<file path="src/rtl/neighbor_pixel_streamer_if.sv">
// Request / neighbour-stream bundle for neighbor_pixel_streamer.
//
// Purpose: groups the request handshake (in_*), the neighbour stream
// (out_*) and the per-request status (done/count/err/busy) into one port.
// The master modport is the side that issues requests and consumes
// neighbours. The slave modport is the streamer itself.
//
// Signals:
//   in_valid/in_ready      request handshake
//   in_x, in_y             event coordinate
//   in_radius              radius, clamped to R_MAX inside the streamer
//   in_mode                0 square, 1 diamond, 2 disc, 3 square
//   in_excl_center         drop the (0,0) offset
//   out_valid/out_ready    neighbour handshake
//   out_pixel              linear neighbour index (y+dy)*SENSOR_W+(x+dx)
//   out_dx, out_dy         signed offset of the emitted neighbour
//   done, count, err       end-of-request pulse, emitted count, bad coordinate
//   busy                   streamer not idle
interface neighbor_pixel_streamer_if #(
    parameter int SENSOR_W = 120,
    parameter int SENSOR_H = 100,
    parameter int R_MAX    = 3
) ();
    localparam int XW = $clog2(SENSOR_W);
    localparam int YW = $clog2(SENSOR_H);
    localparam int PW = $clog2(SENSOR_W*SENSOR_H);
    localparam int RW = $clog2(R_MAX+1);
    localparam int CW = $clog2((2*R_MAX+1)**2+1);
    localparam int DW = $clog2(R_MAX+1)+1;

    logic                 in_valid;
    logic                 in_ready;
    logic [XW-1:0]        in_x;
    logic [YW-1:0]        in_y;
    logic [RW-1:0]        in_radius;
    logic [1:0]           in_mode;
    logic                 in_excl_center;
    logic                 out_valid;
    logic                 out_ready;
    logic [PW-1:0]        out_pixel;
    logic signed [DW-1:0] out_dx;
    logic signed [DW-1:0] out_dy;
    logic                 done;
    logic [CW-1:0]        count;
    logic                 err;
    logic                 busy;

    modport master (
        output in_valid, in_x, in_y, in_radius, in_mode, in_excl_center, out_ready,
        input  in_ready, out_valid, out_pixel, out_dx, out_dy, done, count, err, busy
    );

    modport slave (
        input  in_valid, in_x, in_y, in_radius, in_mode, in_excl_center, out_ready,
        output in_ready, out_valid, out_pixel, out_dx, out_dy, done, count, err, busy
    );
endinterface

</file>
<file path="src/rtl/neighbor_pixel_streamer.sv">
// neighbor_pixel_streamer
//
// Purpose: takes one event coordinate per request and streams the linear
// pixel indices of its neighbourhood, one candidate per cycle, in row-major
// order. The order is dy from -r to +r on the outside and dx from -r to +r
// on the inside. A candidate is emitted only if it passes the shape mask,
// is not an excluded centre, and lies on the sensor. A single-entry output
// register sits on the stream. The scan stalls only when an accepted
// candidate meets a full register that is not being drained. Each request
// ends with a one-cycle done pulse carrying the emitted count.
//
// Ports:
//   clk   rising-edge clock
//   rstn  synchronous active-low reset
//   bus   neighbor_pixel_streamer_if.slave (request, stream, status)
//
// States:
//   state   | meaning
//   --------+-----------------------------------------------------------
//   S_IDLE  | in_ready=1; waits for a request and captures it
//   S_SCAN  | evaluates candidate (cdx,cdy); advances unless stalled
//   S_DRAIN | all candidates done; waits for the output register to empty
//   S_DONE  | one cycle of done=1 with final count and err
module neighbor_pixel_streamer #(
    parameter int SENSOR_W = 120,
    parameter int SENSOR_H = 100,
    parameter int R_MAX    = 3
) (
    input  logic                     clk,
    input  logic                     rstn,
    neighbor_pixel_streamer_if.slave bus
);
    localparam int XW  = $clog2(SENSOR_W);
    localparam int YW  = $clog2(SENSOR_H);
    localparam int PW  = $clog2(SENSOR_W*SENSOR_H);
    localparam int RW  = $clog2(R_MAX+1);
    localparam int CW  = $clog2((2*R_MAX+1)**2+1);
    localparam int DW  = $clog2(R_MAX+1)+1;
    localparam int SXW = XW + DW + 1;
    localparam int SYW = YW + DW + 1;
    localparam int SQW = 2*DW + 1;

    localparam logic signed [SXW-1:0] SX_LIM = SXW'(SENSOR_W);
    localparam logic signed [SYW-1:0] SY_LIM = SYW'(SENSOR_H);

    typedef enum logic [1:0] {
        S_IDLE  = 2'd0,
        S_SCAN  = 2'd1,
        S_DRAIN = 2'd2,
        S_DONE  = 2'd3
    } state_t;

    state_t               r_state;
    logic [XW-1:0]        r_x;
    logic [YW-1:0]        r_y;
    logic [RW-1:0]        r_r;
    logic [1:0]           r_mode;
    logic                 r_excl;
    logic signed [DW-1:0] r_cdx;
    logic signed [DW-1:0] r_cdy;
    logic [CW-1:0]        r_count;
    logic                 r_done;
    logic                 r_err;
    logic                 r_out_valid;
    logic [PW-1:0]        r_out_pixel;
    logic signed [DW-1:0] r_out_dx;
    logic signed [DW-1:0] r_out_dy;

    logic [RW-1:0]         w_rclamp;
    logic                  w_in_bad;
    logic [DW-1:0]         w_adx;
    logic [DW-1:0]         w_ady;
    logic [DW:0]           w_man;
    logic [DW:0]           w_rext;
    logic [SQW-1:0]        w_dsq;
    logic [SQW-1:0]        w_rsq;
    logic signed [DW-1:0]  w_rpos;
    logic signed [SXW-1:0] w_sx;
    logic signed [SYW-1:0] w_sy;
    logic                  w_shape;
    logic                  w_center;
    logic                  w_inb;
    logic                  w_accept;
    logic                  w_last;
    logic                  w_load;
    logic                  w_stall;
    logic [PW-1:0]         w_pix;

    always_comb begin
        w_rclamp = (bus.in_radius > RW'(R_MAX)) ? RW'(R_MAX) : bus.in_radius;
        // Compare one bit wider so a power-of-two sensor size does not wrap the limit to 0.
        w_in_bad = ((XW+1)'(bus.in_x) >= (XW+1)'(SENSOR_W)) ||
                   ((YW+1)'(bus.in_y) >= (YW+1)'(SENSOR_H));

        w_adx  = r_cdx[DW-1] ? DW'(-r_cdx) : DW'(r_cdx);
        w_ady  = r_cdy[DW-1] ? DW'(-r_cdy) : DW'(r_cdy);
        w_man  = (DW+1)'(w_adx) + (DW+1)'(w_ady);
        w_rext = (DW+1)'(r_r);
        w_dsq  = SQW'(w_adx) * SQW'(w_adx) + SQW'(w_ady) * SQW'(w_ady);
        w_rsq  = SQW'(r_r) * SQW'(r_r);
        w_rpos = DW'(r_r);

        // Neighbour coordinate in signed arithmetic so that x-1 at x=0 goes negative.
        w_sx = SXW'($signed({1'b0, r_x})) + SXW'(r_cdx);
        w_sy = SYW'($signed({1'b0, r_y})) + SYW'(r_cdy);

        unique case (r_mode)
            2'd1:    w_shape = (w_man <= w_rext);
            2'd2:    w_shape = (w_dsq <= w_rsq);
            default: w_shape = 1'b1;
        endcase

        w_center = (r_cdx == '0) && (r_cdy == '0);
        w_inb    = !w_sx[SXW-1] && (w_sx < SX_LIM) &&
                   !w_sy[SYW-1] && (w_sy < SY_LIM);
        w_accept = w_shape && !(r_excl && w_center) && w_inb;
        w_last   = (r_cdx == w_rpos) && (r_cdy == w_rpos);

        w_load  = (r_state == S_SCAN) && w_accept && (!r_out_valid || bus.out_ready);
        w_stall = (r_state == S_SCAN) && w_accept && r_out_valid && !bus.out_ready;

        w_pix = PW'(w_sy[YW-1:0]) * PW'(SENSOR_W) + PW'(w_sx[XW-1:0]);
    end

    always_ff @(posedge clk) begin
        if (!rstn) begin
            r_state     <= S_IDLE;
            r_x         <= '0;
            r_y         <= '0;
            r_r         <= '0;
            r_mode      <= '0;
            r_excl      <= 1'b0;
            r_cdx       <= '0;
            r_cdy       <= '0;
            r_count     <= '0;
            r_done      <= 1'b0;
            r_err       <= 1'b0;
            r_out_valid <= 1'b0;
            r_out_pixel <= '0;
            r_out_dx    <= '0;
            r_out_dy    <= '0;
        end else begin
            r_done <= 1'b0;

            if (r_out_valid && bus.out_ready) begin
                r_out_valid <= 1'b0;
            end

            // A load in the same cycle as a consume overrides the clear above.
            if (w_load) begin
                r_out_valid <= 1'b1;
                r_out_pixel <= w_pix;
                r_out_dx    <= r_cdx;
                r_out_dy    <= r_cdy;
                r_count     <= r_count + 1'b1;
            end

            unique case (r_state)
                S_IDLE: begin
                    if (bus.in_valid) begin
                        r_x     <= bus.in_x;
                        r_y     <= bus.in_y;
                        r_r     <= w_rclamp;
                        r_mode  <= bus.in_mode;
                        r_excl  <= bus.in_excl_center;
                        r_cdx   <= -$signed(DW'(w_rclamp));
                        r_cdy   <= -$signed(DW'(w_rclamp));
                        r_count <= '0;
                        if (w_in_bad) begin
                            r_err   <= 1'b1;
                            r_done  <= 1'b1;
                            r_state <= S_DONE;
                        end else begin
                            r_state <= S_SCAN;
                        end
                    end
                end
                S_SCAN: begin
                    if (!w_stall) begin
                        if (w_last) begin
                            r_state <= S_DRAIN;
                        end else if (r_cdx == w_rpos) begin
                            r_cdx <= -w_rpos;
                            r_cdy <= r_cdy + DW'(1);
                        end else begin
                            r_cdx <= r_cdx + DW'(1);
                        end
                    end
                end
                S_DRAIN: begin
                    if (!r_out_valid || bus.out_ready) begin
                        r_done  <= 1'b1;
                        r_state <= S_DONE;
                    end
                end
                S_DONE: begin
                    r_err   <= 1'b0;
                    r_state <= S_IDLE;
                end
                default: r_state <= S_IDLE;
            endcase
        end
    end

    assign bus.in_ready  = (r_state == S_IDLE);
    assign bus.busy      = (r_state != S_IDLE);
    assign bus.out_valid = r_out_valid;
    assign bus.out_pixel = r_out_pixel;
    assign bus.out_dx    = r_out_dx;
    assign bus.out_dy    = r_out_dy;
    assign bus.done      = r_done;
    assign bus.count     = r_count;
    assign bus.err       = r_err;
endmodule

</file>
<file path="src/flat_wrapper.sv">
// flat-port wrapper written by rule: the top's interface ports become plain ports
module neighbor_pixel_streamer_flat 
#(
    parameter int SENSOR_W = 120,
    parameter int SENSOR_H = 100,
    parameter int R_MAX    = 3
)
  (clk, rstn, bus_in_valid, bus_in_x, bus_in_y, bus_in_radius, bus_in_mode, bus_in_excl_center, bus_out_ready, bus_in_ready, bus_out_valid, bus_out_pixel, bus_out_dx, bus_out_dy, bus_done, bus_count, bus_err, bus_busy);
  neighbor_pixel_streamer_if #(.SENSOR_W(SENSOR_W), .SENSOR_H(SENSOR_H), .R_MAX(R_MAX)) bus_i ();
  input  logic clk;
  input  logic rstn;
  input wire logic [$bits(bus_i.in_valid)-1:0] bus_in_valid;
  input wire logic [$bits(bus_i.in_x)-1:0] bus_in_x;
  input wire logic [$bits(bus_i.in_y)-1:0] bus_in_y;
  input wire logic [$bits(bus_i.in_radius)-1:0] bus_in_radius;
  input wire logic [$bits(bus_i.in_mode)-1:0] bus_in_mode;
  input wire logic [$bits(bus_i.in_excl_center)-1:0] bus_in_excl_center;
  input wire logic [$bits(bus_i.out_ready)-1:0] bus_out_ready;
  output wire logic [$bits(bus_i.in_ready)-1:0] bus_in_ready;
  output wire logic [$bits(bus_i.out_valid)-1:0] bus_out_valid;
  output wire logic [$bits(bus_i.out_pixel)-1:0] bus_out_pixel;
  output wire logic [$bits(bus_i.out_dx)-1:0] bus_out_dx;
  output wire logic [$bits(bus_i.out_dy)-1:0] bus_out_dy;
  output wire logic [$bits(bus_i.done)-1:0] bus_done;
  output wire logic [$bits(bus_i.count)-1:0] bus_count;
  output wire logic [$bits(bus_i.err)-1:0] bus_err;
  output wire logic [$bits(bus_i.busy)-1:0] bus_busy;
  assign bus_i.in_valid = bus_in_valid;
  assign bus_i.in_x = bus_in_x;
  assign bus_i.in_y = bus_in_y;
  assign bus_i.in_radius = bus_in_radius;
  assign bus_i.in_mode = bus_in_mode;
  assign bus_i.in_excl_center = bus_in_excl_center;
  assign bus_i.out_ready = bus_out_ready;
  assign bus_in_ready = bus_i.in_ready;
  assign bus_out_valid = bus_i.out_valid;
  assign bus_out_pixel = bus_i.out_pixel;
  assign bus_out_dx = bus_i.out_dx;
  assign bus_out_dy = bus_i.out_dy;
  assign bus_done = bus_i.done;
  assign bus_count = bus_i.count;
  assign bus_err = bus_i.err;
  assign bus_busy = bus_i.busy;
  neighbor_pixel_streamer #(.SENSOR_W(SENSOR_W), .SENSOR_H(SENSOR_H), .R_MAX(R_MAX)) u_core (.clk(clk), .rstn(rstn), .bus(bus_i));
endmodule
</file>
<file path="config.mk">
export PLATFORM = sky130hd
export DESIGN_NAME = neighbor_pixel_streamer_flat
export DESIGN_NICKNAME = d
export VERILOG_FILES = /design/src/rtl/neighbor_pixel_streamer_if.sv /design/src/rtl/neighbor_pixel_streamer.sv /design/src/flat_wrapper.sv
export SDC_FILE = /design/constraint.sdc
export NUM_CORES = 1
export LEC_CHECK = 0
export CAP_MARGIN = 10
export CORE_UTILIZATION = 60
export CTS_CLUSTER_SIZE = 28
export DETAILED_ROUTE_END_ITERATION = 10
export GPL_ROUTABILITY_DRIVEN = 0
export PLACE_DENSITY = 0.85
export SETUP_SLACK_MARGIN = 0.5
export SKIP_LAST_GASP = 1
export SLEW_MARGIN = 20
export SYNTH_ARGS = -nofsm -noshare
export SYNTH_HDL_FRONTEND = slang
export SYNTH_SLANG_ARGS = --single-unit
export TNS_END_PERCENT = 30
</file>
<file path="constraint.sdc">
create_clock -name clk -period 10.7 [get_ports clk]
set_input_delay 3.21 -clock clk [delete_from_list [all_inputs] [get_ports clk]]
set_output_delay 3.21 -clock clk [all_outputs]
set_load 0.01 [all_outputs]
</file>
# After elaboration in Yosys (flattened, before gate mapping)
# Cells that the tools add are included.
# totals
output_inout_bits,31
in_bits,23
elab_cells,115
ramBits,0
register_bits,56
memories,0
latchBits,0
romBits,0
# op_classes
shifts,0
reduce_logical,32
bitwise_logic,0
magnitude_cmp,7
n_mul,4
muxes,31
n_eq_ne,14
addsub,12
div_mod_pow,0
# op_table
op,n
2-to-1 mux 3 bit,9
"< comparator 11 x 8 -> 1 bit, second input constant",2
adder 8 x 3 -> 9 bit,2
2-to-1 mux 6 bit,3
adder 14 x 7 -> 14 bit,1
">= comparator 7 bit, second input constant",2
logical AND 1 bit,13
multiplier 3 x 3 -> 6 bit,2
2-to-1 mux 2 bit,6
case mux 3 bit (2 select lines),2
"multiplier 7 x 4 -> 11 bit, second input constant",1
"inequality test 2 x 1 -> 1 bit, second input constant",4
case mux 2 bit (4 select lines),1
AND reduction 4 bit,2
nonzero test 2 bit,4
adder 6 x 6 -> 7 bit,1
<= comparator 7 x 4 -> 1 bit,1
2-to-1 mux 1 bit,7
"adder 3 x 2 -> 3 bit, second input constant",2
"adder 6 x 1 -> 6 bit, second input constant",1
"equality test 2 bit, second input constant",3
equality test 3 bit,2
logical NOT 3 bit,2
"inequality test 2 bit, second input constant",3
other kinds (14),24

# Depth between registers and ports, before layout
# depth
depth_word,13
depth_mapped,20
mapped_depth_nobuf,19

# Worst setup path before layout
# Ideal clock, no wire load.
# synth_path
path_type,register to register
from,register u_core.r_cdy[0]
to,register u_core.r_out_pixel[13] (netlist: u_core.bus.out_pixel[13])
required_ps,10578
synth_period_minus_slack_ps,4494
setup_time_ps,122
path_buffers,0
path_stages_with_launch,19
arrival_ps,4373
setup_slack_ps,6206
cell_sequence,dfxtp_1 -> ha_1 -> fa_1 -> a21oi_1 -> nor2b_1 -> nor2_1 -> xnor2_1 -> inv_1 -> fa_1 -> fa_1 -> inv_1 -> ha_1 -> or2_2 -> o221ai_1 -> o311ai_0 -> nand3b_1 -> nor3_1 -> xnor2_1 -> a21oi_1
# synth_via
elab_chain_len,10
elab_cells_between_ends,23
cone_classes,5 x add/sub; 2 x mul; 3 x order compare; 2 x mux; 11 x reduce/logical
# synth_rtl
item,line,source
"start, declared",neighbor_pixel_streamer.sv:60,logic signed [DW-1:0] r_cdy;
"start signal, assigned",neighbor_pixel_streamer.sv:167,r_cdy <= -$signed(DW'(w_rclamp));
"start signal, assigned",neighbor_pixel_streamer.sv:184,r_cdy <= r_cdy + DW'(1);
negation 3 bit,neighbor_pixel_streamer.sv:96,w_ady = r_cdy[DW-1] ? DW'(-r_cdy) : DW'(r_cdy);
2-to-1 mux 3 bit,neighbor_pixel_streamer.sv:96,
multiplier 3 x 3 -> 6 bit,neighbor_pixel_streamer.sv:99,w_dsq = SQW'(w_adx) * SQW'(w_adx) + SQW'(w_ady) * SQW'(w_ady);
adder 6 x 6 -> 7 bit,neighbor_pixel_streamer.sv:99,
<= comparator 7 x 4 -> 1 bit,neighbor_pixel_streamer.sv:109,2'd2: w_shape = (w_dsq <= w_rsq);
case mux 1 bit (2 select lines),neighbor_pixel_streamer.sv:107,unique case (r_mode)
logical AND 1 bit (2 in series),neighbor_pixel_streamer.sv:116,w_accept = w_shape && !(r_excl && w_center) && w_inb;
logical AND 1 bit (2 in series),neighbor_pixel_streamer.sv:119,w_load = (r_state == S_SCAN) && w_accept && (!r_out_valid || bus.out_ready);
"end signal, assigned",neighbor_pixel_streamer.sv:152,r_out_pixel <= w_pix;
"end, declared",neighbor_pixel_streamer.sv:65,logic [PW-1:0] r_out_pixel;
# Several ways; a longest one is shown, not always the timed one.
# A chain may end at the register's enable or synchronous reset.

# Worst setup path after layout
# Ends and elaborated chain as after synthesis.

==> metrics.txt <==
postcts setup bufs 0; Clock Pin Slew Worst Setup and Hold Paths 0.11 ns; Die Ht 90.4 um; max-cap violations 0; Total Neg Setup Slack 0 ns; router iterations before antenna repair 5; fillers 570; Setup crit end kind register; initial DRC count 207; PostCTS Resize Cnt 0; synth unique cells 69; crit path DAT 5.40 ns; status finished, final reports clean; unrepaired setup endpoints after global routing no; clock latency at the later pin of the worst-skew pair 0.31 ns; Min-Delay Path Class register to register; Core Area 7410 sq um; number of vias per cell 5.85; num ports 54; slew at the pin closest to its max-slew limit 1.02 ns; Top delay family on crit path adder cells; clk buf depth 2; asr flop ratio synth 0; number of nets in the layout 721; total congestion overflow 0; DIE AREA 8170 sq um; vias in the first global route 3971; Max Freq 191 MHz; antenna-violating nets left 0; commonest non-fill, non-tap cell in the layout nand2_1; register cell area after layout 1120 sq um; Synth Flop Type dfxtp_1; CP cell instances ha_1 > fa_1 > a21oi_1 > nor2b_1 > nor2_1 > xnor2_1 > inv_1 > fa_1 > inv_1 > fa_1 > ha_1 > o21ai_0 > nor2_1 > o221ai_1 > o311ai_0 > nand3b_1 > nor3_1 > xnor2_1 > a21oi_1; Seq/Total Area, Yosys 0.239; ant diodes 0; vias 4178; area grow syn2layout 15.0%; largest net degree at the start of global routing 47; fraction of layout cells with a size suffix above 1 0.0390; H-tree levels 2; CP Launch Type register; Synth Net Count 679; total CTS buffers 5; routed wire length 10.9 mm; clk_skew 0.00496 ns; Post-route DRC 0; commonest non-fill, non-tap cells in the layout nand2_1 (91), ha_1 (67), a21oi_1 (56), dfxtp_1 (56), clkdlybuf4s50_1 (53); critical path required time 10.87 ns; post-DP HPWL 8.30 mm; TritonCTS Sinks 56; row cnt 31; global-route wire length before repair 17.9 mm; crit path kind register to register; Post-Syn Instances 572; syn_area_per_cell 8.19 sq um; Final Critical Period 5.23 ns; Yosys warning count 0; Final setup violation count 0; Hold Buf Count CTS 0; Slew Limit Fails 0; Seq cells post-synth 56; final-report hold violation count 0; CTS tree built; initial core utilization 0.633; GRT Total Usage 0.266; Die X-Extent 90.4 um; Buf/Inv on CP 2; DR WL/cell 15.3 um; Slowest-stage cell, CP fa_1; max_slew headroom 0.315; EDFF count, synth 0; Period Utilization, post-route 0.489; port bufs 53; initial antenna violation count 0; area of the multi-input gates 3270 sq um; critical path's largest stage delay 0.58 ns; Clk Tree Root Cell clkbuf_8; CP max FO 8; synthesized cell area 4690 sq um; most used cell, CP fa_1
worst min-delay path: stages, from the launching register on:
cell and delay, ns:
dfxtp_1 0.33, nand2_1 0.05, a21oi_1 0.05
flip-flops by register name (all words and copies together) (netlist names):
name,flops
u_core.bus.err,1
u_core.r_x,7
u_core.bus.count,6
u_core.r_state,2
u_core.bus.out_dy,3
u_core.bus.done,1
u_core.r_y,7
u_core.r_excl,1
u_core.bus.out_valid,1
u_core.bus.out_pixel,14
u_core.r_mode,2
u_core.r_cdx,3
u_core.r_r,2
u_core.r_cdy,3
u_core.bus.out_dx,3
final cells by class:
class	count	area share
multi-input cells	444	0.607
flip-flops and latches	56	0.208
repair buffers	54	0.0998
inverters	53	0.0369
well taps	99	0.0230
clock buffers	5	0.0128
clock inverters	3	0.0128
cell usage after synthesis, drive strengths merged, types with 4 or more instances:
master   number  share of area
nand2        91          0.073
ha           67           0.18
a21oi        56          0.060
dfxtp        56           0.24
inv          53          0.042
nor2         41          0.033
o21ai        20          0.021
fa           17          0.073
xnor2        15          0.028
a211oi       14          0.023
clkbuf       13          0.010
nor3         12          0.016
nor2b        11          0.015
xor2          9          0.017
a21o          8          0.013
and2          6         0.0080
buf           6          0.010
nand2b        6         0.0080
nand3         4         0.0053
nand4         4         0.0067
nor3b         4         0.0064
o2111ai       4         0.0075
o22ai         4         0.0053
through the flow:
| step | setup slack [ns] | instance area, sq um | hold WS, ns | cells | utilization |
|---|---|---|---|---|---|
| detailed placement | 5.42 | 5250 | 0.451 | 706 | 0.709 |
| global route | 5.11 | 5390 | 0.483 | 714 | 0.727 |
| CTS | 5.49 | 5390 | 0.466 | 714 | 0.727 |
| global placement | 5.53 | 5250 | 0.442 | 706 | 0.709 |
| floorplan | 6.21 | 4690 | 0.437 | 572 | - |
| finish | 5.47 | 5390 | 0.463 | 714 | 0.727 |
layer usage:
metal	GRT usage	wire length, um
met5	0	0
met4	0.0793	244
met3	0.0337	546
met2	0.491	5420
met1	0.320	4680
path summary, 6_finish.rpt:
path	to	slack (ns)	cells past startpoint	startpoint
worst min register to register	u_core.bus.out_dx[1]	0.46	2	u_core.bus.out_dx[1]
worst min-delay path	u_core.bus.out_dx[1]	0.46	2	u_core.bus.out_dx[1]
worst max-delay path	u_core.bus.out_pixel[13]	5.47	19	u_core.r_cdy[0]
worst max register to register	u_core.bus.out_pixel[13]	5.47	19	u_core.r_cdy[0]
kinds of logic (layout without fill, tap and decap cells):
kind of cell | count (synthesis) | in the layout | share of synthesized area
compound gates | 140 | 140 | 0.202
xor+xnor | 24 | 24 | 0.0448
flops | 56 | 56 | 0.239
buf+inv | 72 | 115 | 0.0633
fa+ha+maj | 84 | 84 | 0.251
simple gates | 193 | 193 | 0.193
mux | 3 | 3 | 0.00667
Power is not shown: default switching activity piles up to over one toggle a cycle in this logic, so the estimate is an artifact.
